`src/rtl/dec_sched_pkg.sv`:
```
// +--------------------------------------------------------------------------+
// | dec_sched_pkg : shared types and helpers for decoder_rr_scheduler         |
// | Rev 1.0 - initial release                                                 |
// +--------------------------------------------------------------------------+
`default_nettype none

package dec_sched_pkg;

  localparam int N_REQ = 8;
  localparam int SEL_W = 3;

  typedef enum logic [1:0] {
    IDLE  = 2'd0,
    GRANT = 2'd1,
    GAP   = 2'd2
  } state_t;

  typedef logic [SEL_W-1:0] sel_t;

  function automatic logic [N_REQ-1:0] onehot(input sel_t s);
    logic [N_REQ-1:0] one;
    one = {{(N_REQ-1){1'b0}}, 1'b1};
    return one << s;
  endfunction

endpackage

`default_nettype wire

```
`src/rtl/decoder_rr_scheduler_rr_pick.sv`:
```
// +--------------------------------------------------------------------------+
// | rr_pick : combinational round-robin winner search starting at ptr        |
// | Rev 1.0 - initial release                                                 |
// +--------------------------------------------------------------------------+
`default_nettype none

module rr_pick
  import dec_sched_pkg::*;
(
  input  logic [N_REQ-1:0] req,
  input  sel_t             ptr,
  output sel_t             winner,
  output logic             found
);

  logic [2*N_REQ-1:0] dbl;
  logic [2*N_REQ-1:0] shifted;
  logic [N_REQ-1:0]   rot;

  // Rotating by ptr puts the highest-priority requester at bit 0.
  assign dbl     = {req, req};
  assign shifted = dbl >> ptr;
  assign rot     = shifted[N_REQ-1:0];
  assign found   = |req;

  always_comb begin
    winner = ptr;
    for (int k = N_REQ - 1; k >= 0; k--) begin
      if (rot[k]) begin
        winner = ptr + sel_t'(k);
      end
    end
  end

endmodule

`default_nettype wire

```
`config.mk`:
```
export PLATFORM = sky130hd
export DESIGN_NAME = rr_pick
export DESIGN_NICKNAME = d
export VERILOG_FILES = /design/src/rtl/dec_sched_pkg.sv /design/src/rtl/decoder_rr_scheduler_rr_pick.sv
export SDC_FILE = /design/constraint.sdc
export NUM_CORES = 1
export LEC_CHECK = 0
export ABC_CLOCK_PERIOD_IN_PS = 3690
export CORE_MARGIN = 5
export CORE_UTILIZATION = 40
export DETAILED_ROUTE_END_ITERATION = 7
export GPL_ROUTABILITY_DRIVEN = 0
export PLACE_DENSITY_LB_ADDON = 0.25
export SLEW_MARGIN = 25
export SYNTH_ARGS = -nofsm -noshare
export SYNTH_HDL_FRONTEND = slang
export SYNTH_SLANG_ARGS = --single-unit
```
`constraint.sdc`:
```
create_clock -name vclk -period 3.69
set_clock_uncertainty 0.05 [all_clocks]
set_input_delay 0.738 -clock vclk [all_inputs]
set_output_delay 0.738 -clock vclk [all_outputs]
set_load 0.05 [all_outputs]
```
* Word-level counts from Yosys, hierarchy flattened
Cells that the tools add are included.
Storage, ports and cells: output and inout port bits 4, register bits 0, logic and storage cells 17, bits of input ports 11
Cells by class: mux-type cells 8, add/subtract/negate cells 7, shift operators 1, reductions and logical operators 1
Operators with widths (number):
- 3-bit 2-to-1 mux | 8
- 16-bit by 3-bit >> shifter with 8-bit output | 1
- 3-bit adder, second input constant | 4
- 8-bit OR reduction | 1
- 3-bit by 2-bit adder with 3-bit output, second input constant | 2
- 3-bit by 1-bit adder with 3-bit output, second input constant | 1

* Logic depth before layout (Yosys ltp)
Gate-level depths: netlist (run 1).
depth in word-level cells 9, mapped depth 10, depth with buffers taken out 8

* Least setup slack after synthesis (run 1)
Ideal clock, no wire load.
path kind input-to-output, start input port ptr[0], end output port winner[2], stages 8, slack 0.012 ns, buffers on the path 2, arrival time 2.890 ns, required time 2.902 ns, path through buf_6 buf_12 mux4_2 a21oi_1 a22o_1 o311ai_1 a21o_1 a21oi_1
On the way: word-level cells in the longest chain between the ends 9
RTL lines:
- start: declaration | line decoder_rr_scheduler_rr_pick.sv:11 | input sel_t ptr,
- 3-bit adder / 16-bit by 3-bit >> shifter with 8-bit output (equally long branches) | line decoder_rr_scheduler_rr_pick.sv:30, decoder_rr_scheduler_rr_pick.sv:22
- 3-bit 2-to-1 mux (7 in series) | line decoder_rr_scheduler_rr_pick.sv:29 | if (rot[k]) begin
- 3-bit 2-to-1 mux (*) | line decoder_rr_scheduler_rr_pick.sv:29
- end: declaration | line decoder_rr_scheduler_rr_pick.sv:12 | output sel_t winner,
Mark *: on every way between the ends. The rest lies on a longest branch, timed or not.

* Worst setup path in the final report (run 1)
start input port req[3], end output port winner[1]
On the way: word-level cells in the longest chain between the ends 9
RTL lines:
- start: declaration | line decoder_rr_scheduler_rr_pick.sv:10 | input logic [N_REQ-1:0] req,
- 16-bit by 3-bit >> shifter with 8-bit output (*) | line decoder_rr_scheduler_rr_pick.sv:22 | assign shifted = dbl >> ptr;
- 3-bit 2-to-1 mux (7 in series) | line decoder_rr_scheduler_rr_pick.sv:29
- 3-bit 2-to-1 mux (*) | line decoder_rr_scheduler_rr_pick.sv:29
Marked as above.

==> run summary, run 1 <==
Final ANT Viol Nets: 0
Part of the cycle the worst path needs: 98.5%
Crit start category: primary input
Grt total ovfl: 0
Share of the synthesized area in the top cell type: 25.2%
Global-route wire length before repair: 4540 um
Most common cell after layout, fill and taps aside: buf_4
Fin area: 1240 um^2
Initial antenna violation count: 0
Share of cells above drive strength 1: 46.4%
Pwr per Cell Area: 210 nW/um^2
First-pass DRT Iterations: 4
Die width: 52.3 um
Crit end category: output pin
Status: finished clean
Ant diodes: 0
Final Non-Filler Cells: 165
Die area: 2740 um^2
Hold WC Path Type: primary input to output pin
Core ar.: 1710 um^2
Register Area: 0 um^2
Mapped Area: 716 um^2
FF+latch count: 0
Final Hold Viols: 0
Initial DRC Count: 41
Leak: 0.000535 uW
Crit path DAT: 2850 ps
Die Span Y: 52.3 um
Synth area leader: mux4_2
Final Max Tran Viols: 0
Measured slew at the worst slew-check pin: 500 ps
Worst Setup Path Type: primary input to output pin
Cell variety after synth: 39
Starting Density: 41.9%
Max-cap violations: 0
Largest net degree at the start of global routing: 20
Placed cells: 159
Yosys warns: 0
Vias in the first global route: 986
Sequence of cells on the critical path: dlygate4sd2_1 -> mux4_2 -> a211o_1 -> a32oi_1 -> o311ai_1 -> and4_1 -> o31a_1 -> buf_12
DR vias: 1037
Tmin final: 3630 ps
Worst rel slew slack: 66.6%
Most frequent cells in the layout: buf_4 (37), nand2_1 (17), mux4_2 (8)
CLK BUF: 0
FMAX: 275 MHz
Row count: 15
Post-synthesis sequential area ratio: 0%
Max IR drop VDD: 0.175 mV
WP depth: 8
Area delta synth->final: 72.7%
Input/output buffers: 15
WL per Instance: 18.4 um
Final Setup Violations: 0
Cells after synthesis: 93
DP HPWL: 1910 um
WP buf/inv: 2
Top fanout value on the critical path: 6
Average cell area after synthesis: 7.70 um^2
GRT Total Usage: 21.1%
Area contributors post-synth: mux4_2 (25%), nand2_1 (8.9%), a211o_1 (4.9%)
Crit-path max cell delay: 560 ps
DRC violations left: 0
Vias per inst: 6.28
Placed cell area: 1120 um^2
Slowest CP cell: mux4_2
Final Net Count: 155
I/O pins: 15
Required time worst endpoint: 2900 ps
Post-synthesis net count: 106
Hold-fix buffers at CTS: 0
Worst hold stages: 5
Wirelength, routed: 3040 um
Delay-heaviest family, CP: compound AO/OA/AOI/OAI gates
## routing by layer
layer,vias up,share of wire [%],global-route usage (%)
met3,7,7.8,1.99
met5,-,0,0
met1,508,39,26.6
li1,462,-,-
met2,60,52,38.6
met4,0,1.1,3.83
## logic make-up after synthesis
group                    after synthesis  share of synthesized area [%]
AO/OA/AOI/OAI                         34                           35.3
AND/OR/NAND/NOR                       32                           20.3
adder cells (fa/ha/maj)                2                           3.50
buffers and inverters                 15                           12.9
multiplexers                           9                           26.7
XOR/XNOR                               1                           1.22
## stage by stage
step / power (uW) / hold slack (ps) / util [%] / worst slack (ps) / TNS (ps)
5_1_grt: 273 / 2160 / 72.4 / -40.0 / -40.0
4_1_cts: 229 / 2290 / 68.8 / 0.635 / 0
3_5_place_dp: 223 / 2390 / 65.9 / -346 / -758
2_1_floorplan: 119 / 1780 / - / 11.5 / 0
3_3_place_gp: 219 / 2380 / 65.9 / -324 / -666
6_report: 260 / 2120 / 72.4 / 55.0 / 0
## what timing repair did
item,CTS,global route
pin swaps,5,10
resized for setup,15,19
setup endpoints to repair,3,3
cloned,1,0
buffers inserted,2,3
## synth_stat cells (2+ instances only)
library cell,count
a21o_1,2
mux4_2,8
nor2_1,6
o311ai_1,2
a211o_1,4
nand2_1,17
inv_1,7
a211oi_1,4
a21oi_1,7
ha_1,2
buf_4,2
o21ai_0,2
nor4_1,4
## final timing paths
check,slack [ps],endpoint,start
min,2120,winner[0],ptr[0]
max,60,winner[1],req[3]
## layout make-up
type               instances  area, um^2
fillers                  118         472
inverters                  8        30.0
multi-input cells         78         676
well taps                 25        31.3
repair buffers            54         499
## power breakdown
group | leakage [uW] | switching [uW] | internal, uW
logic | 0.000535 | 124 | 136
registers | 0 | 0 | 0
clock network | 0 | 0 | 0
total | 0.000535 | 124 | 136
Power figures use the tool's default switching activity.
==> run 2: changes to the inputs <==
CORE_MARGIN = not set   (was 5)
CORE_UTILIZATION = 55   (was 40)
==> run summary, run 2 <==
Cells after synthesis: 93
Cell variety after synth: 39
Count leader, synth: nand2_1
Synth top cells by count: nand2_1 (17), mux4_2 (8), a21oi_1 (7), inv_1 (7), nor2_1 (6)
Stop Error: [ERROR DPL-0033] detailed placement checks failed during check placement.
Largest family of logic cells by synthesized area: compound AO/OA/AOI/OAI gates
I/O pins: 15
Starting Density: 61.9%
Share of the synthesized area in the top cell type: 25.2%
Mapped Area: 716 um^2
Post-synthesis sequential area ratio: 0%
Hold-fix buffers at CTS: 0
Die width: 38.1 um
Adder-Cell Fraction of Synth Area: 3.50%
Post-CTS setup buffer count: 3
Status: aborted with a tool error
Synth area leader: mux4_2
Post-synthesis xor/xnor area fraction: 1.22%
Last stage: clock tree synthesis (4_1_cts)
Die Span Y: 38.1 um
Compound-gate portion of the synthesized area: 35.3%
Post-Synth Simple-Gate Area: 20.3%
Yosys warns: 0
CTS resizes: 15
Input/output buffers: 15
Area contributors post-synth: mux4_2 (25%), nand2_1 (8.9%), a211o_1 (4.9%)
Placed cells: 145
DP HPWL: 2350 um
Multiplexer share of the synthesized area: 26.7%
Average cell area after synthesis: 7.70 um^2
Post-synthesis net count: 106
Row count: 12
[run 2: cell counts after synthesis]
No cell type changed its count.
[run 2: kinds of logic after synthesis]
kind of cell               count (synthesis)
and+or+nand+nor                           32
AOI/OAI and AO/OA                         34
muxes                                      9
buffers and inverters                     15
adders and majority gates                  2
xor gates and xnor gates                   1
[run 2: per-stage QoR]
stage	setup TNS, ps	area (um^2)	setup WS [ps]
2_1_floorplan	0	716	11.5
3_3_place_gp	-416	1090	-234
3_5_place_dp	-786	1090	-398
==> run 3: changes to the inputs <==
CORE_AREA = 2 2 63 65   (was not set)
CORE_UTILIZATION = not set   (was 55)
DIE_AREA = 0 0 65 67   (was not set)
PLACE_DENSITY_LB_ADDON = 0.15   (was 0.25)
==> run summary, run 3 (synthesis gave the netlist of run 1 again) <==
Setup TNS: 0 ps
DRC violations left: 0
Hold Startpoint: ptr[1]
Part of the cycle the worst path needs: 97.0%
Largest net degree at the start of global routing: 12
Max-cap violations: 0
Share of cells above drive strength 1: 40.0%
Final Setup Violations: 0
Register Area: 0 um^2
FMAX: 279 MHz
First-pass DRT Iterations: 4
WL per Instance: 13.1 um
Most frequent cells in the layout: buf_4 (36), nand2_1 (17), mux4_2 (8), dlygate4sd2_1 (8), inv_1 (7)
FF+latch count: 0
Ant diodes: 0
Worst hold stages: 6
Combinational power share: 100.0%
Final setup margin: 112 ps
Required time worst endpoint: 2900 ps
Starting Density: 19.8%
Area delta synth->final: 70.6%
Seq pwr share: 0%
Worst slack at placement: -299 ps
Most common cell after layout, fill and taps aside: buf_4
Status: finished clean
Global-route wire length before repair: 4170 um
Initial antenna violation count: 0
Leak: 0.000530 uW
Max IR drop VDD: 0.119 mV
DP HPWL: 1980 um
Die width: 65 um
Final ANT Viol Nets: 0
Wirelength, routed: 2470 um
Switch share: 47.1%
Final total power: 239 uW
Psw: 113 uW
Crit end category: output pin
Die area: 4360 um^2
Row count: 22
Input/output buffers: 15
Unrepaired setup endpoints after global routing: no
CP Launch Point: ptr[0]
Cell-internal power: 126 uW
Min-Delay Endpoint: winner[1]
Worst rel slew slack: 67.0%
WHS: 2250 ps
Pwr per Cell Area: 196 nW/um^2
Crit path DAT: 2790 ps
Final Hold Viols: 0
Core ar.: 3610 um^2
GRT Total Usage: 11.8%
Crit start category: primary input
CLK BUF: 0
Clock power frac: 0%
Tmin final: 3580 ps
Worst Setup Path Type: primary input to output pin
Grt total ovfl: 0
Top fanout value on the critical path: 5
Die Span Y: 67 um
Initial DRC Count: 35
Placed cell area: 1180 um^2
Hold-fix buffers at CTS: 0
Hold WC Path Type: primary input to output pin
Vias in the first global route: 898
Fin area: 1220 um^2
Measured slew at the worst slew-check pin: 494 ps
DR vias: 936
Final Net Count: 155
Final Max Tran Viols: 0
Vias per inst: 4.98
I/O pins: 15
run 3: repair_timing:
item                       CTS  global route
buffers inserted             2             0
resized for setup           14             3
pin swaps                    5             2
cloned                       1             0
setup endpoints to repair    3             3
run 3: worst max path at each step:
stage,to,slack [ps],depth (start not counted)
after detailed placement,winner[1],-300,9
final,winner[0],110,12
after floorplan,winner[2],10,8
after global routing,winner[0],2,12
after CTS,winner[0],4,12
after global placement,winner[0],-300,12
run 3: stage by stage:
| stage | std cells | utilization, % |
|---|---|---|
| final | 188 | 33.9 |
| after global routing | 188 | 33.9 |
| after CTS | 188 | 33.9 |
| after detailed placement | 185 | 32.6 |
| after global placement | 185 | 32.6 |
| after floorplan | 93 | - |
run 3: critical path: stages:
cell	delay, ps
buf_2	120
bufbuf_16	260
mux4_2	550
buf_6	140
buf_4	120
nand2_1	80
o32ai_1	80
nor3_1	190
buf_4	150
xnor2_1	110
buf_4	140
buf_12	120
run 3: final cells by class:
cell class	instances	area [um^2]
inverters	8	30.0
well taps	48	60.1
repair buffers	54	499
fillers	396	2380
multi-input cells	78	632
run 3: routing by layer:
layer / routed length (um) / vias up / global-route usage, %
li1: - / 464 / -
met3: 72 / 0 / 0
met1: 1220 / 454 / 16.8
met4: 0 / 0 / 0.266
met5: 0 / - / 0
met2: 1180 / 18 / 21.3
run 3: power by group through the flow:
stage	Clock (uW)	Sequential, uW	Combinational (uW)
CTS	0	0	240
global route	0	0	257
floorplan	0	0	119
finish	0	0	239
detailed placement	0	0	233
global placement	0	0	232
